--- src/rtl/dm_store_buffer_pkg.sv ---
// -----------------------------------------------------------------------------
// dm_store_buffer_pkg
// Shared definitions for the M-stage store buffer:
//   - store opcodes (instruction-type encodings seen on M_instrType)
//   - AdES exception code and byte-enable constants
//   - drain FSM state type, queue entry layout, store decode result
//   - helpers: store decode (byte enables + alignment) and lane merge
// Optional feature macro used by the buffer: DM_WB_MERGE_EN (store merging).
// -----------------------------------------------------------------------------
package dm_store_buffer_pkg;

    // Instruction-type encodings for the three store flavours
    localparam logic [9:0] INSTR_SB = 10'd40;
    localparam logic [9:0] INSTR_SH = 10'd41;
    localparam logic [9:0] INSTR_SW = 10'd43;

    // Address-error-on-store exception code
    localparam logic [4:0] EXC_ADES = 5'd5;

    // Byte-enable patterns; bit i = byte lane i
    localparam logic [3:0] BE_WORD    = 4'b1111;
    localparam logic [3:0] BE_HALF_LO = 4'b0011;
    localparam logic [3:0] BE_HALF_HI = 4'b1100;
    localparam logic [3:0] BE_BYTE0   = 4'b0001;

    typedef enum logic [0:0] {
        DRAIN_IDLE = 1'b0,
        DRAIN_REQ  = 1'b1
    } drain_state_e;

    typedef struct packed {
        logic [29:0] waddr;
        logic [31:0] wdata;
        logic [3:0]  byteen;
    } sb_entry_t;

    typedef struct packed {
        logic       is_store;
        logic       misaligned;
        logic [3:0] byteen;
    } st_decode_t;

    // Classify the M instruction and derive its byte enables from the low address bits
    function automatic st_decode_t decode_store(input logic [9:0] instr_type,
                                                input logic [1:0] offset);
        st_decode_t d;
        d = '0;
        case (instr_type)
            INSTR_SW: begin
                d.is_store   = 1'b1;
                d.byteen     = BE_WORD;
                d.misaligned = (offset != 2'b00);
            end
            INSTR_SH: begin
                d.is_store   = 1'b1;
                d.byteen     = offset[1] ? BE_HALF_HI : BE_HALF_LO;
                d.misaligned = offset[0];
            end
            INSTR_SB: begin
                d.is_store   = 1'b1;
                d.byteen     = BE_BYTE0 << offset;
                d.misaligned = 1'b0;
            end
            default: d = '0;
        endcase
        return d;
    endfunction

    // Overwrite the lanes enabled in new_be with new_data, keep the rest of old_data
    function automatic logic [31:0] merge_lanes(input logic [31:0] old_data,
                                                input logic [31:0] new_data,
                                                input logic [3:0]  new_be);
        logic [31:0] r;
        r = old_data;
        for (int i = 0; i < 4; i++) begin
            r[8*i +: 8] = new_be[i] ? new_data[8*i +: 8] : old_data[8*i +: 8];
        end
        return r;
    endfunction

endpackage

--- src/rtl/dm_sb_fifo.sv ---
// -----------------------------------------------------------------------------
// dm_sb_fifo
// Synchronous FIFO of store-buffer entries {waddr, wdata, byteen}.
// Ports:
//   clk, reset      clock, synchronous active-high reset (discards contents)
//   push / wr_entry allocate wr_entry at the tail
//   merge           fold wr_entry into the newest entry (byteen OR, lane overwrite)
//   pop             retire the head entry
//   cmp_waddr       word address compared against every occupied slot
//   head_entry      oldest entry
//   hit_vec         per-slot "occupied and word address matches cmp_waddr"
//   tail_hit        newest entry exists and matches cmp_waddr (DM_WB_MERGE_EN only)
//   count/full/empty occupancy
// Optional feature macro: DM_WB_MERGE_EN adds the tail_hit port.
// -----------------------------------------------------------------------------
module dm_sb_fifo
    import dm_store_buffer_pkg::*;
#(
    parameter int DEPTH = 4,
    parameter int CNT_W = 3
) (
    input  logic             clk,
    input  logic             reset,
    input  logic             push,
    input  logic             pop,
    input  logic             merge,
    input  sb_entry_t        wr_entry,
    input  logic [29:0]      cmp_waddr,
    output sb_entry_t        head_entry,
    output logic [DEPTH-1:0] hit_vec,
`ifdef DM_WB_MERGE_EN
    output logic             tail_hit,
`endif
    output logic [CNT_W-1:0] count,
    output logic             full,
    output logic             empty
);

    localparam int PTR_W = CNT_W - 1;

    sb_entry_t        mem_r [DEPTH];
    logic [PTR_W-1:0] rd_ptr_r;
    logic [PTR_W-1:0] wr_ptr_r;
    logic [PTR_W-1:0] tail_ptr_s;
    logic [PTR_W-1:0] offs_s;
    logic [CNT_W-1:0] count_r;
    logic [DEPTH-1:0] valid_s;

    // Pointer and occupancy bookkeeping; pointers wrap naturally at DEPTH
    always_ff @(posedge clk) begin
        if (reset) begin
            rd_ptr_r <= '0;
            wr_ptr_r <= '0;
            count_r  <= '0;
        end else begin
            if (push) wr_ptr_r <= wr_ptr_r + PTR_W'(1);
            if (pop)  rd_ptr_r <= rd_ptr_r + PTR_W'(1);
            case ({push, pop})
                2'b10:   count_r <= count_r + CNT_W'(1);
                2'b01:   count_r <= count_r - CNT_W'(1);
                default: count_r <= count_r;
            endcase
        end
    end

    // Entry storage: allocate at the write pointer, or fold a merge into the newest entry
    always_ff @(posedge clk) begin
        if (reset) begin
            for (int i = 0; i < DEPTH; i++) mem_r[i] <= '0;
        end else if (push) begin
            mem_r[wr_ptr_r] <= wr_entry;
        end else if (merge) begin
            mem_r[tail_ptr_s].byteen <= mem_r[tail_ptr_s].byteen | wr_entry.byteen;
            mem_r[tail_ptr_s].wdata  <= merge_lanes(mem_r[tail_ptr_s].wdata,
                                                    wr_entry.wdata, wr_entry.byteen);
        end
    end

    // Occupied-slot window and per-slot address compare; the head stays occupied until popped
    always_comb begin
        tail_ptr_s = wr_ptr_r - PTR_W'(1);
        offs_s     = '0;
        valid_s    = '0;
        hit_vec    = '0;
        for (int i = 0; i < DEPTH; i++) begin
            offs_s     = PTR_W'(i) - rd_ptr_r;
            valid_s[i] = ({1'b0, offs_s} < count_r);
            hit_vec[i] = valid_s[i] && (mem_r[i].waddr == cmp_waddr);
        end
    end

`ifdef DM_WB_MERGE_EN
    assign tail_hit   = (count_r != '0) && (mem_r[tail_ptr_s].waddr == cmp_waddr);
`endif
    assign head_entry = mem_r[rd_ptr_r];
    assign count      = count_r;
    assign full       = (count_r == CNT_W'(DEPTH));
    assign empty      = (count_r == '0);

endmodule

--- src/rtl/dm_store_buffer.sv ---
// -----------------------------------------------------------------------------
// dm_store_buffer
// M-stage store buffer: decodes byte enables and store alignment, queues
// aligned committed stores and drains them to the data bus with req/ack.
// Ports:
//   clk, reset        clock, synchronous active-high reset
//   M_valid/M_intReq  live M instruction / exception kills it this cycle
//   M_instrType       store opcode (INSTR_SW/SH/SB), anything else is a non-store
//   M_isLoad, M_addr  load flag and byte address of the M access
//   M_realWD          lane-replicated store data, queued unmodified
//   stall_o           queue full for a store, or load hits a queued word
//   adES_o/excCode_o  misaligned store and its exception code
//   bus_req/addr/wdata/byteen, bus_ack   write handshake, head entry on the bus
//   empty_o           nothing queued and no write in flight
// Optional feature macro: DM_WB_MERGE_EN (merge stores into the tail entry).
// -----------------------------------------------------------------------------
module dm_store_buffer
    import dm_store_buffer_pkg::*;
#(
    parameter int DEPTH = 4,
    parameter int CNT_W = 3
) (
    input  logic        clk,
    input  logic        reset,
    input  logic        M_valid,
    input  logic        M_intReq,
    input  logic [9:0]  M_instrType,
    input  logic        M_isLoad,
    input  logic [31:0] M_addr,
    input  logic [31:0] M_realWD,
    output logic        stall_o,
    output logic        adES_o,
    output logic [4:0]  excCode_o,
    output logic        bus_req,
    output logic [31:0] bus_addr,
    output logic [31:0] bus_wdata,
    output logic [3:0]  bus_byteen,
    input  logic        bus_ack,
    output logic        empty_o
);

    st_decode_t       dec_s;
    drain_state_e     state_r;
    drain_state_e     state_n;
    sb_entry_t        wr_entry_s;
    sb_entry_t        head_s;
    logic [DEPTH-1:0] hit_vec_s;
    logic [CNT_W-1:0] count_s;
    logic             full_s;
    logic             empty_s;
    logic             store_ok_s;
    logic             merge_ok_s;
    logic             full_stall_s;
    logic             load_haz_s;
    logic             stall_s;
    logic             push_s;
    logic             merge_s;
    logic             pop_s;
    logic             ades_s;
`ifdef DM_WB_MERGE_EN
    logic             tail_hit_s;
`endif

    assign dec_s      = decode_store(M_instrType, M_addr[1:0]);
    assign wr_entry_s = '{waddr: M_addr[31:2], wdata: M_realWD, byteen: dec_s.byteen};

    // Store qualification, stall sources and queue controls
    always_comb begin
        ades_s     = M_valid & dec_s.is_store & dec_s.misaligned;
        store_ok_s = M_valid & dec_s.is_store & ~dec_s.misaligned & ~M_intReq;
`ifdef DM_WB_MERGE_EN
        // The head being written on the bus must stay stable, so it never absorbs a merge
        merge_ok_s = store_ok_s & tail_hit_s
                   & ~((count_s == CNT_W'(1)) & (state_r == DRAIN_REQ));
`else
        merge_ok_s = 1'b0;
`endif
        // Registered full only: a pop this cycle does not lift the stall until next cycle
        full_stall_s = full_s & M_valid & dec_s.is_store & ~merge_ok_s;
        load_haz_s   = M_valid & M_isLoad & ~M_intReq & (|hit_vec_s);
        stall_s      = full_stall_s | load_haz_s;
        push_s       = store_ok_s & ~merge_ok_s & ~full_s & ~stall_s;
        merge_s      = merge_ok_s & ~stall_s;
        pop_s        = (state_r == DRAIN_REQ) & bus_ack;
    end

    dm_sb_fifo #(
        .DEPTH (DEPTH),
        .CNT_W (CNT_W)
    ) u_fifo (
        .clk        (clk),
        .reset      (reset),
        .push       (push_s),
        .pop        (pop_s),
        .merge      (merge_s),
        .wr_entry   (wr_entry_s),
        .cmp_waddr  (M_addr[31:2]),
        .head_entry (head_s),
        .hit_vec    (hit_vec_s),
`ifdef DM_WB_MERGE_EN
        .tail_hit   (tail_hit_s),
`endif
        .count      (count_s),
        .full       (full_s),
        .empty      (empty_s)
    );

    // Drain FSM state register
    always_ff @(posedge clk) begin
        if (reset) begin
            state_r <= DRAIN_IDLE;
        end else begin
            state_r <= state_n;
        end
    end

    // Drain FSM next state; stays in REQ across acks while entries remain (no bubble)
    always_comb begin
        state_n = state_r;
        case (state_r)
            DRAIN_IDLE: begin
                if (count_s != '0) state_n = DRAIN_REQ;
                else               state_n = DRAIN_IDLE;
            end
            DRAIN_REQ: begin
                if (bus_ack) begin
                    if (count_s != CNT_W'(1)) state_n = DRAIN_REQ;
                    else                      state_n = DRAIN_IDLE;
                end else begin
                    state_n = DRAIN_REQ;
                end
            end
            default: state_n = DRAIN_IDLE;
        endcase
    end

    assign stall_o    = stall_s;
    assign adES_o     = ades_s;
    assign excCode_o  = ades_s ? EXC_ADES : 5'd0;
    assign bus_req    = (state_r == DRAIN_REQ);
    assign bus_addr   = {head_s.waddr, 2'b00};
    assign bus_wdata  = head_s.wdata;
    assign bus_byteen = head_s.byteen;
    assign empty_o    = empty_s & (state_r == DRAIN_IDLE);

endmodule
--- config.mk ---
export PLATFORM = sky130hd
export DESIGN_NAME = dm_store_buffer
export DESIGN_NICKNAME = d
export VERILOG_FILES = /design/src/rtl/dm_store_buffer_pkg.sv /design/src/rtl/dm_sb_fifo.sv /design/src/rtl/dm_store_buffer.sv
export SDC_FILE = /design/constraint.sdc
export NUM_CORES = 1
export LEC_CHECK = 0
export BUFFER_PORTS_ARGS = -buffer_cell sky130_fd_sc_hd__buf_2
export CORE_AREA = 10 10 164 166
export CTS_CLUSTER_SIZE = 24
export DETAILED_ROUTE_END_ITERATION = 16
export DIE_AREA = 0 0 174 176
export GPL_TIMING_DRIVEN = 0
export PLACE_DENSITY = 0.8
export SYNTH_ARGS = -nofsm -noshare
export SYNTH_HDL_FRONTEND = slang
export SYNTH_SLANG_ARGS = --single-unit
--- constraint.sdc ---
create_clock -name clk -period 5.2 [get_ports clk]
set_clock_uncertainty 0.15 [all_clocks]
set_input_delay 1.04 -clock clk [delete_from_list [all_inputs] [get_ports clk]]
set_output_delay 1.04 -clock clk [all_outputs]
set_load 0.03 [all_outputs]
# After elaboration in Yosys (flattened, before gate mapping)
# Memory sizes are Yosys's and may differ from the RTL's. A register that Yosys moved wholly into a read port is not among the register bits.
# Index checks and enable logic that the tools add are counted.
# W data, S select, Z words.
op_classes:
  addsub: 8
  magnitude_cmp: 4
  eq_ne: 11
  n_shift: 1
  n_mux: 18
  bitwise: 19
  n_reduce_logical: 10
op_table:
  columns: ["op", "count"]
  rows:
  - ["$eq A30 B30 Y1", 4]
  - ["$mux W66", 1]
  - ["$reduce_or A66 Y1", 1]
  - ["$eq A10 B6 Y1 const B", 3]
  - ["$pmux W6 S3", 1]
  - ["$and A1 B1 Y1", 13]
  - ["$lt A2 B3 Y1", 4]
  - ["$mux W1", 9]
  - ["$mux W2", 3]
  - ["$pmux W3 S2", 1]
  - ["$not A1 Y1", 5]
  - ["$add A2 B1 Y2 const B", 2]
  - ["$logic_and A1 B1 Y1", 4]
  - ["$mux W4", 1]
  - ["$reduce_bool A2 Y1", 2]
  - ["$reduce_or A4 Y1", 1]
  - ["$shl A1 B2 Y4 const A", 1]
  - ["$sub A1 B2 Y2 const A", 2]
  - ["$sub A2 B2 Y2 const A", 2]
  - ["$add A3 B1 Y3 const B", 1]
  - ["$eq A3 B3 Y1 const B", 1]
  - ["$logic_not A3 Y1", 1]
  - ["$mux W3", 1]
  - ["$ne A3 B1 Y1 const B", 1]
  - ["other kinds (6)", 6]
word_totals:
  register_bits: 8
  ramBits: 264
  memories: 1
mem_list:
  columns: ["memory", "words", "word_bits", "read_ports", "rd_ports_with_merged_regs", "write_ports", "line", "text"]
  rows:
  - ["u_fifo.mem_r", 4, 66, 5, 1, 4, "dm_sb_fifo.sv:41", "sb_entry_t mem_r [DEPTH];"]

# Depth between registers and ports, before layout
depth:
  ltp_word: 13
  depth_mapped: 13

# By module
# A second synthesis with hierarchy kept.
unflattened:
  cells_unflattened: 1039
  hier_area_um2: 14303.7
modules_own_cells:
  columns: ["mod", "n_inst", "cells_each", "area_per_inst_um2", "seq_area_each_um2"]
  rows:
  - ["dm_sb_fifo", 1, 1000, 14036.0, 8107.8]
  - ["dm_store_buffer", 1, 39, 267.8, 20.0]

# Worst setup path before layout
# No wires, ideal clock.
synth_timing:
  kind: "input to register"
  from: "input M_addr[23]"
  to: "memory u_fifo.mem_r[0][0] in the netlist's numbering (enable)"
  setup_ps: 435
  t_arrival_ps: 3922
  required_time_ps: 4615
  setup_slack_ps: 693
  path_stages: 8
  n_path_buf: 1
  cell_sequence: "buf_2 xor2_1 nor4_1 nand4_1 a2111oi_2 o41ai_4 nand3_2 nand2b_1"
synth_lines:
  columns: ["item", "line", "text"]
  rows:
  - ["start: declaration", "dm_store_buffer.sv:29", "input logic [31:0] M_addr,"]
  - ["end: declaration", "dm_sb_fifo.sv:41", null]

==> impl_metrics.tcl <==
set metrics [dict create \
    rows 57 \
    p_leak_nw 5.85 \
    finalCriticalPeriod_ns 4.67 \
    grt_max_degree 57 \
    routed-via-count 8917 \
    critPathKind "reg -> out" \
    final.period_utilization_pct 89.9 \
    fin_setup_tns_ns 0 \
    ios 157 \
    synth_edf_count 264 \
    core_area_um2 23800 \
    max_stage_delay_ns 0.99 \
    clock_sinks 274 \
    drive_gt1_share_pct 32.9 \
    synth_seq_cells 274 \
    internal_power_mw 3.84 \
    maxCapViolations 0 \
    worst_slack_ns 0.526 \
    grt_pass1_vias 9185 \
    cp_cell_sequence "buf_1, buf_1, mux4_2, buf_2" \
    post_cts_buffers 0 \
    drt_pass1_iterations 5 \
    gr-total-overflow 0 \
    cts_root_buffer "clkbuf_16" \
    cp_slowest_cell "buf_1" \
    synth_flop_cell "edfxtp_1" \
    final_antenna_net_count 0 \
    nets 1252 \
    die_width_um 174 \
    ctsResizeCount 0 \
    setup_violations 0 \
    pre_cts_slack_ns 0.678 \
    die_area_um2 30600 \
    async_reset_ff_share_pct 0 \
    slew_headroom_pct 16.2 \
    area_growth_syn_to_layout_pct 15.1 \
    endpoint_kind "output port" \
    dieHeight_um 176 \
    rsz0062_at_grt "false" \
    wl_um 36800 \
    cp_top_family "buffers and inverters" \
    worstPathRequired_ns 4.01 \
    path_clk_slew_ns 0.06 \
    track_usage_pct 23.6 \
    power.total_mw 5.09 \
    p_comb_share_pct 11.3 \
    fmax_mhz 214 \
    htreeDepth 1 \
    dp_hpwl_um 25200 \
    pwr-share-seq_pct 49.3 \
    layout_common_cells "264 x edfxtp_1, 193 x nor2_1, 156 x buf_2" \
    finalHoldViolations 0 \
    crit_buf_inv 3 \
    worst_pin_slew_ns 1.26 \
    vias_per_cell 5.90 \
    yosysUniqueCellTypes 52 \
    antenna_found_initial 3 \
    yosysSeqAreaShare_pct 58.9 \
    io_buffers 120 \
    hold_class "reg -> reg" \
    hold_buffers 0 \
    final_common_cell "edfxtp_1" \
    status "finished, final reports clean" \
    fillers 1740 \
    whs_ns 0.442 \
    cts_max_path_buffers 3 \
    synthCells 1004 \
    grt_pass1_wl_um 54600 \
    routedWlPerCell_um 24.4 \
    place_congestion 0.930 \
    drt_iter0_markers 1177 \
    cts_inserted_buffers 29 \
    clk_latency_ns 0.54 \
    finalCoreUtilization_pct 66.7 \
    drc 0 \
    tritoncts "built" \
    maxSlewViolCount 0 \
    cp_common_cell "buf_1" \
    critPathLaunchType "flop" \
    pwr-share-clk_pct 39.4 \
    syn_area_per_cell_um2 13.7 \
    p_sw_mw 1.25 \
    syn-cell-area_um2 13800 \
    critPathMaxFanout 10 \
    start_util_pct 57.9 \
    sw_frac_of_total_pct 24.6 \
    power_density_nw_per_um2 321 \
    arrival_ns 3.48 \
    yosys_warnings 0 \
    ir_drop_mv 0.335 \
]
[synth_stat cells (9+ instances only)]
master    number  share of area [%]
edfxtp_1     264                 57
nor2_1       193                5.3
xor2_1       106                6.7
nor2_2        80                3.6
mux4_2        66                 11
nand2b_1      66                3.0
buf_2         36                1.3
nor4_1        23                1.0
xnor2_1       19                1.2
clkbuf_1      13               0.35
a21oi_1       11               0.40
buf_6         10               0.82
dfxtp_1       10                1.5
inv_1         10               0.27
buf_1          9               0.24
buf_4          9               0.49
ha_1           9               0.82
[routing by layer]
| metal | vias up | GRT usage, % | part of all wire, % |
|---|---|---|---|
| met3 | 83 | 6.15 | 11 |
| met2 | 574 | 37.3 | 47 |
| met5 | - | 0 | 0.054 |
| met1 | 4368 | 31.0 | 38 |
| met4 | 2 | 9.01 | 3.4 |
| li1 | 3890 | - | - |
[path summary, 6_finish.rpt]
kind | from | to | slack (ns) | cells past startpoint
min | u_fifo.count[2] | u_fifo.count[2] | 0.44 | 2
max | flop | bus_addr[30] | 0.53 | 4
max reg2reg | u_fifo.mem_r[2][42] | u_fifo.count[2] | 1.51 | 11
min reg2reg | u_fifo.count[2] | u_fifo.count[2] | 0.44 | 2
[final cells by class]
class	instances	area [um^2]	area share, %
Timing Repair Buffer	124	711	4.48
Clock inverter	22	181	1.14
Buffer	87	633	3.99
Clock buffer	31	733	4.62
Inverter	11	41.3	0.260
Multi-Input combinational cell	636	5040	31.8
Tap cell	324	405	2.55
Antenna cell	2	5.00	0.0315
Sequential cell	274	8130	51.2
[worst min-delay path: stages (launching register included)]
cell and delay [ns]:
dfxtp_1 0.38, o21ai_0 0.10, a21oi_1 0.06
[registers in the layout, summed over array words and instances (netlist names), named ones only]
signal	cells
bus_req	1
u_fifo.count	3
u_fifo.rd_ptr_r	2
u_fifo.wr_ptr_r	2
u_fifo.mem_r	264
[logic make-up (layout without fill, tap and decap cells)]
kind of cell             count (synthesis)  count (layout)  synth area share (%)
AO/OA/AOI/OAI                           27              27                  1.64
XOR/XNOR                               125             125                  7.94
adder cells (fa/ha/maj)                  9               9                 0.816
buffers and inverters                   98             275                  4.89
flip-flops                             274             274                  58.9
multiplexers                            67              67                  10.8
other                                    1               7                0.0272
AND/OR/NAND/NOR                        403             403                  14.9
[through the flow]
stage               cells  cell area (um^2)
floorplan            1008             13800
global placement     1452             14800
detailed placement   1456             15000
CTS                  1509             15900
global route         1510             15900
finish               1511             15900
[power groups by stage]
stage	sequential, mW	combinational, mW	clock (mW)
floorplan	2.56	0.381	0
global placement	2.56	0.556	0
detailed placement	2.56	0.573	0
CTS	2.51	0.577	2.01
global route	2.52	0.612	2.11
finish	2.51	0.578	2.01
(Power assumes the default switching activity.)
